<file path="config.mk">
export PLATFORM = sky130hd
export DESIGN_NAME = regfile_mp
export DESIGN_NICKNAME = d
export VERILOG_FILES = /design/src/rtl/regfile_mp.sv
export SDC_FILE = /design/constraint.sdc
export NUM_CORES = 2
export LEC_CHECK = 0
export CAP_MARGIN = 20
export CORE_MARGIN = 2
export CORE_UTILIZATION = 35
export CTS_CLUSTER_DIAMETER = 30
export DETAILED_ROUTE_END_ITERATION = 7
export SETUP_SLACK_MARGIN = 0.4
export SYNTH_ARGS = -nofsm -noshare
export SYNTH_HDL_FRONTEND = slang
export SYNTH_SLANG_ARGS = --single-unit
</file>
<file path="constraint.sdc">
create_clock -name clk -period 6.5 [get_ports clk]
set_input_delay 1.3 -clock clk [delete_from_list [all_inputs] [get_ports clk]]
set_output_delay 1.3 -clock clk [all_outputs]
set_load 0.1 [all_outputs]
</file>
<file path="src/rtl/regfile_mp.sv">
// Multi-port GPR file with two write ports, same-cycle write forwarding,
// registered read-data hold and a per-register write-pending scoreboard.
module regfile_mp #(
    parameter int DATA_W   = 32,
    parameter int ADDR_W   = 5,
    parameter int NUM_REGS = 32,
    parameter int NUM_RP   = 2,
    parameter int BYPASS   = 1
) (
    input  logic                       clk,
    input  logic                       rst_n,
    input  logic [NUM_RP*ADDR_W-1:0]   raddr_i,
    input  logic [NUM_RP-1:0]          re_i,
    output logic [NUM_RP*DATA_W-1:0]   rdata_o,
    output logic [NUM_RP-1:0]          rbusy_o,
    input  logic                       we0_i,
    input  logic [ADDR_W-1:0]          waddr0_i,
    input  logic [DATA_W-1:0]          wdata0_i,
    input  logic                       we1_i,
    input  logic [ADDR_W-1:0]          waddr1_i,
    input  logic [DATA_W-1:0]          wdata1_i,
    input  logic                       alloc_i,
    input  logic [ADDR_W-1:0]          alloc_addr_i,
    output logic [NUM_REGS-1:0]        busy_o
);

    // One wider than an address so NUM_REGS == 2**ADDR_W is representable.
    localparam logic [ADDR_W:0] REG_LIMIT = (ADDR_W+1)'(NUM_REGS);

    logic [DATA_W-1:0]   mem [NUM_REGS];
    logic [NUM_REGS-1:0] busy_q;
    logic [NUM_REGS-1:0] wsel0;
    logic [NUM_REGS-1:0] wsel1;
    logic [NUM_REGS-1:0] asel;

    // Per-register decode; entry 0 is never selected, which keeps x0 at zero
    // and its busy bit clear without any special casing downstream.
    always_comb begin
        wsel0 = '0;
        wsel1 = '0;
        asel  = '0;
        for (int r = 1; r < NUM_REGS; r++) begin
            wsel0[r] = we0_i   && (waddr0_i     == ADDR_W'(r));
            wsel1[r] = we1_i   && (waddr1_i     == ADDR_W'(r));
            asel[r]  = alloc_i && (alloc_addr_i == ADDR_W'(r));
        end
    end

    always_ff @(posedge clk or negedge rst_n) begin
        if (!rst_n) begin
            for (int r = 0; r < NUM_REGS; r++) begin
                mem[r] <= '0;
            end
        end else begin
            for (int r = 1; r < NUM_REGS; r++) begin
                if (wsel1[r]) begin
                    mem[r] <= wdata1_i;
                end else if (wsel0[r]) begin
                    mem[r] <= wdata0_i;
                end
            end
        end
    end

    // A same-cycle alloc wins over a clearing write: the new producer supersedes it.
    always_ff @(posedge clk or negedge rst_n) begin
        if (!rst_n) begin
            busy_q <= '0;
        end else begin
            for (int r = 0; r < NUM_REGS; r++) begin
                if (asel[r]) begin
                    busy_q[r] <= 1'b1;
                end else if (wsel0[r] || wsel1[r]) begin
                    busy_q[r] <= 1'b0;
                end
            end
        end
    end

    assign busy_o = busy_q;

    for (genvar k = 0; k < NUM_RP; k++) begin : g_rp
        logic [ADDR_W-1:0] addr;
        logic              valid;
        logic              hit0;
        logic              hit1;
        logic [DATA_W-1:0] val;
        logic [DATA_W-1:0] hold;

        assign addr  = raddr_i[k*ADDR_W +: ADDR_W];
        assign valid = ({1'b0, addr} < REG_LIMIT) && (addr != '0);
        assign hit1  = (BYPASS != 0) && we1_i && (waddr1_i == addr);
        assign hit0  = (BYPASS != 0) && we0_i && (waddr0_i == addr);

        always_comb begin
            val = '0;
            if (valid) begin
                if (hit1) begin
                    val = wdata1_i;
                end else if (hit0) begin
                    val = wdata0_i;
                end else begin
                    val = mem[addr];
                end
            end
        end

        always_ff @(posedge clk or negedge rst_n) begin
            if (!rst_n) begin
                hold <= '0;
            end else if (re_i[k]) begin
                hold <= val;
            end
        end

        // A forwarded write resolves the hazard in the same cycle it is seen.
        assign rdata_o[k*DATA_W +: DATA_W] = !rst_n ? '0 : (re_i[k] ? val : hold);
        assign rbusy_o[k] = rst_n && re_i[k] && valid && busy_q[addr] && !(hit0 || hit1);
    end

endmodule

</file>
==> impl_metrics.toml <==
[grt]
grt_use_total = 0.304
grt-ovfl-total = 0
grt_first_pass_wirelength_um = 450000
grt_pass1_vias = 60900
grt_max_degree = 174
antenna_found_initial = 27

[layout]
area_growth_pct = 22.0
layout-drive-gt1-share = 0.165
final_cells = 10100
utilization = 0.430
stdcell_area_sq_um = 84700
nets = 7320

[timing]
relSlewSlack = 0.132
finalSetupTns_ns = 0
setup_violations = 0
skew_ns = 0.0644
rsz0062_at_grt = "false"
period_share = 0.939
worst_pin_slew_ns = 1.30
fmax_mhz = 164
period_minus_slack_ns = 6.10
finalHoldViolations = 0
fin_hold_ws_ns = 0.295
final_max_slew_viol_count = 0
fin_ws_ns = 0.398

[worst_setup_path]
critPathSlowestCell = "clkdlybuf4s50_1"
critPathLaunchType = "input port"
worstPathRequired_ns = 5.20
worst_path_most_repeated_cell = "buf_4"
r2r_slack_ns = 4.13
cp-end-kind = "primary output"
critPathMaxStageDelay_ns = 0.65
cp.arrival_ns = 4.80
cp_max_fo = 12
crit_chain = "clkdlybuf4s50_1 > buf_4 > xnor2_1 > nand4_2 > buf_4 > nor3_2 > buf_4 > buf_4 > a222oi_1 > a21oi_1 > buf_4 > buf_12"
critical_path_class = "input port to primary output"

[clock_network]
numCtsBuffers = 289
clock-sinks = 1087
clk_path_buf_depth = 4
clock_latency_ns = 0.93
cts_setup_buffers = 0
h-tree-depth = 5
clockRootBuffer = "clkbuf_16"
cts_hold_buf = 0
clk_pin_slew_ns = 0.05
cts_tree = "done"

[synthesis]
synth-edff-count = 0
ys.flop_type = "dfrtp_1"
syn_area_sq_um = 69400
synth-warning-count = 32
synthCells = 7266
ys_seq_elements = 1087
ys_types = 67
async_flop_share = 1.00
synth_nets = 7362
syn_area_per_cell_sq_um = 9.56
yosysSeqAreaShare = 0.392

[floorplan]
core-area_sq_um = 197000
io_pins = 194
rows = 163
die_area_sq_um = 202000
initial_utilization = 0.352
die_w_um = 449
die_height_um = 449

[route]
viasPerCell = 6.25
wire_per_inst_um = 31.5
dr.pass1.iters = 8
postRouteAntennaNets = 0
wl_um = 317000
via_count = 63000
drtIter0Drc = 9032
drcViolationCount = 8

[place]
post-place-ws_ns = 0.222
placed_area_sq_um = 74900
dp_hpwl_um = 197000
gp_congestion = 0.984
placed_cells = 9567
io_buffers = 192

[flow_run]
max-cap-violations = 0

[power_and_ir_drop]
p_per_area_nw_per_um2 = 370
leakage_nw = 37.3
power_mw = 31.3
vdd_drop_max_uv = 217

[outcome]
status = "finished, violations left"
violations = "design-rule violations"

[worst_hold_path]
hold_class = "input port to async pin"
## cell type report
cell class,instances,area [sq um]
Fill cell,18600,112000
Multi-Input combinational cell,5286,38600
Sequential cell,1087,27200
Clock buffer,386,8220
Timing Repair Buffer,550,5900
Tap cell,2640,3300
Clock inverter,105,1470
Inverter,10,37.5
Antenna cell,14,35.0
## state kept, by name (all words and copies together) (netlist names)
| signal | cells |
|---|---|
| mem | 992 |
| busy_o | 31 |
| g_rp.hold | 64 |
## cells in the mapped netlist, types with 22 or more instances
cell type | instances | area [sq um]
buf_4 | 38 | 285
nor3_1 | 148 | 741
dfrtp_1 | 1087 | 27200
mux4_2 | 165 | 3720
nand2_1 | 342 | 1280
buf_6 | 40 | 450
buf_2 | 155 | 776
a22oi_1 | 51 | 383
nor2_1 | 918 | 3450
o22ai_1 | 152 | 951
nor2b_1 | 68 | 425
a222oi_1 | 22 | 220
a21oi_1 | 848 | 4240
and2_1 | 51 | 319
a22o_1 | 40 | 350
a221oi_1 | 40 | 350
o21ai_0 | 329 | 1650
buf_1 | 116 | 435
o211ai_1 | 46 | 345
clkbuf_1 | 519 | 1950
nor4_1 | 39 | 244
nand3_1 | 71 | 355
nand2b_1 | 61 | 382
mux2i_1 | 1539 | 15400
a211oi_1 | 23 | 173
mux2_2 | 66 | 743
a221o_1 | 50 | 500
## power by group
part	leakage [nW]	switching (mW)	total [mW]	internal, mW
sequential	13.1	1.46	10.1	8.60
clock	4.78	4.37	14.4	10.1
combinational	19.4	3.78	6.85	3.08
total	37.3	9.62	31.3	21.7
## final timing paths
check,start,to,cells past startpoint
max in group asynchronous,rst_n,mem[103],4
hold / removal,rst_n,mem[283],1
setup / recovery,waddr1_i[3],rdata_o[17],12
min in group clk,g_rp[0].hold[29],g_rp[0].hold[29],2
setup reg to reg,mem[119],g_rp[1].hold[23],6
hold reg to reg,g_rp[0].hold[29],g_rp[0].hold[29],2
## layer usage
| layer | share of wire | routed length (um) | global-route usage | vias up |
|---|---|---|---|---|
| met3 | 0.13 | 41300 | 0.101 | 1192 |
| li1 | - | - | - | 26300 |
| met5 | 0.00077 | 243 | 0 | - |
| met2 | 0.42 | 133000 | 0.436 | 4656 |
| met4 | 0.079 | 25000 | 0.216 | 22 |
| met1 | 0.37 | 117000 | 0.383 | 30900 |
## worst max-delay path, delay by kind of cell
kind / cells / cell delay [ns]
AOI/OAI and AO/OA: 2 / 0.62
xor gates and xnor gates: 1 / 0.16
buffers and inverters: 7 / 2.07
and+or+nand+nor: 2 / 0.63
## layout by cell type (no fill, tap or decap), types with 36 or more instances in the layout
| cell | n |
|---|---|
| a21oi_1 | 848 |
| a221o_1 | 50 |
| a221oi_1 | 40 |
| a22o_1 | 40 |
| a22oi_1 | 51 |
| and2_1 | 43 |
| buf_12 | 109 |
| buf_4 | 313 |
| clkbuf_1 | 40 |
| clkbuf_16 | 294 |
| clkbuf_8 | 54 |
| clkdlybuf4s50_1 | 113 |
| clkinv_2 | 45 |
| dfrtp_1 | 1087 |
| mux2_2 | 66 |
| mux2i_1 | 1539 |
| mux4_2 | 165 |
| nand2_1 | 311 |
| nand2b_1 | 56 |
| nand3_1 | 64 |
| nor2_1 | 907 |
| nor2b_1 | 61 |
| nor3_1 | 146 |
| nor4_1 | 36 |
| o211ai_1 | 46 |
| o21ai_0 | 329 |
| o22ai_1 | 152 |
## cell families (layout without fill, tap and decap cells)
logic type	after synthesis	count (layout)	share of synthesized area
xor+xnor	20	20	0.00252
flops	1087	1087	0.392
other cells	1	15	0.0000540
buf+inv	893	1051	0.0599
compound gates	1730	1730	0.147
mux	1775	1775	0.288
simple gates	1760	1760	0.111
## timing repair
item,in CTS,in global routing
pin swaps,0,0
setup endpoints to repair,7,6
gates resized for setup,1,3
(Power assumes the default switching activity.)
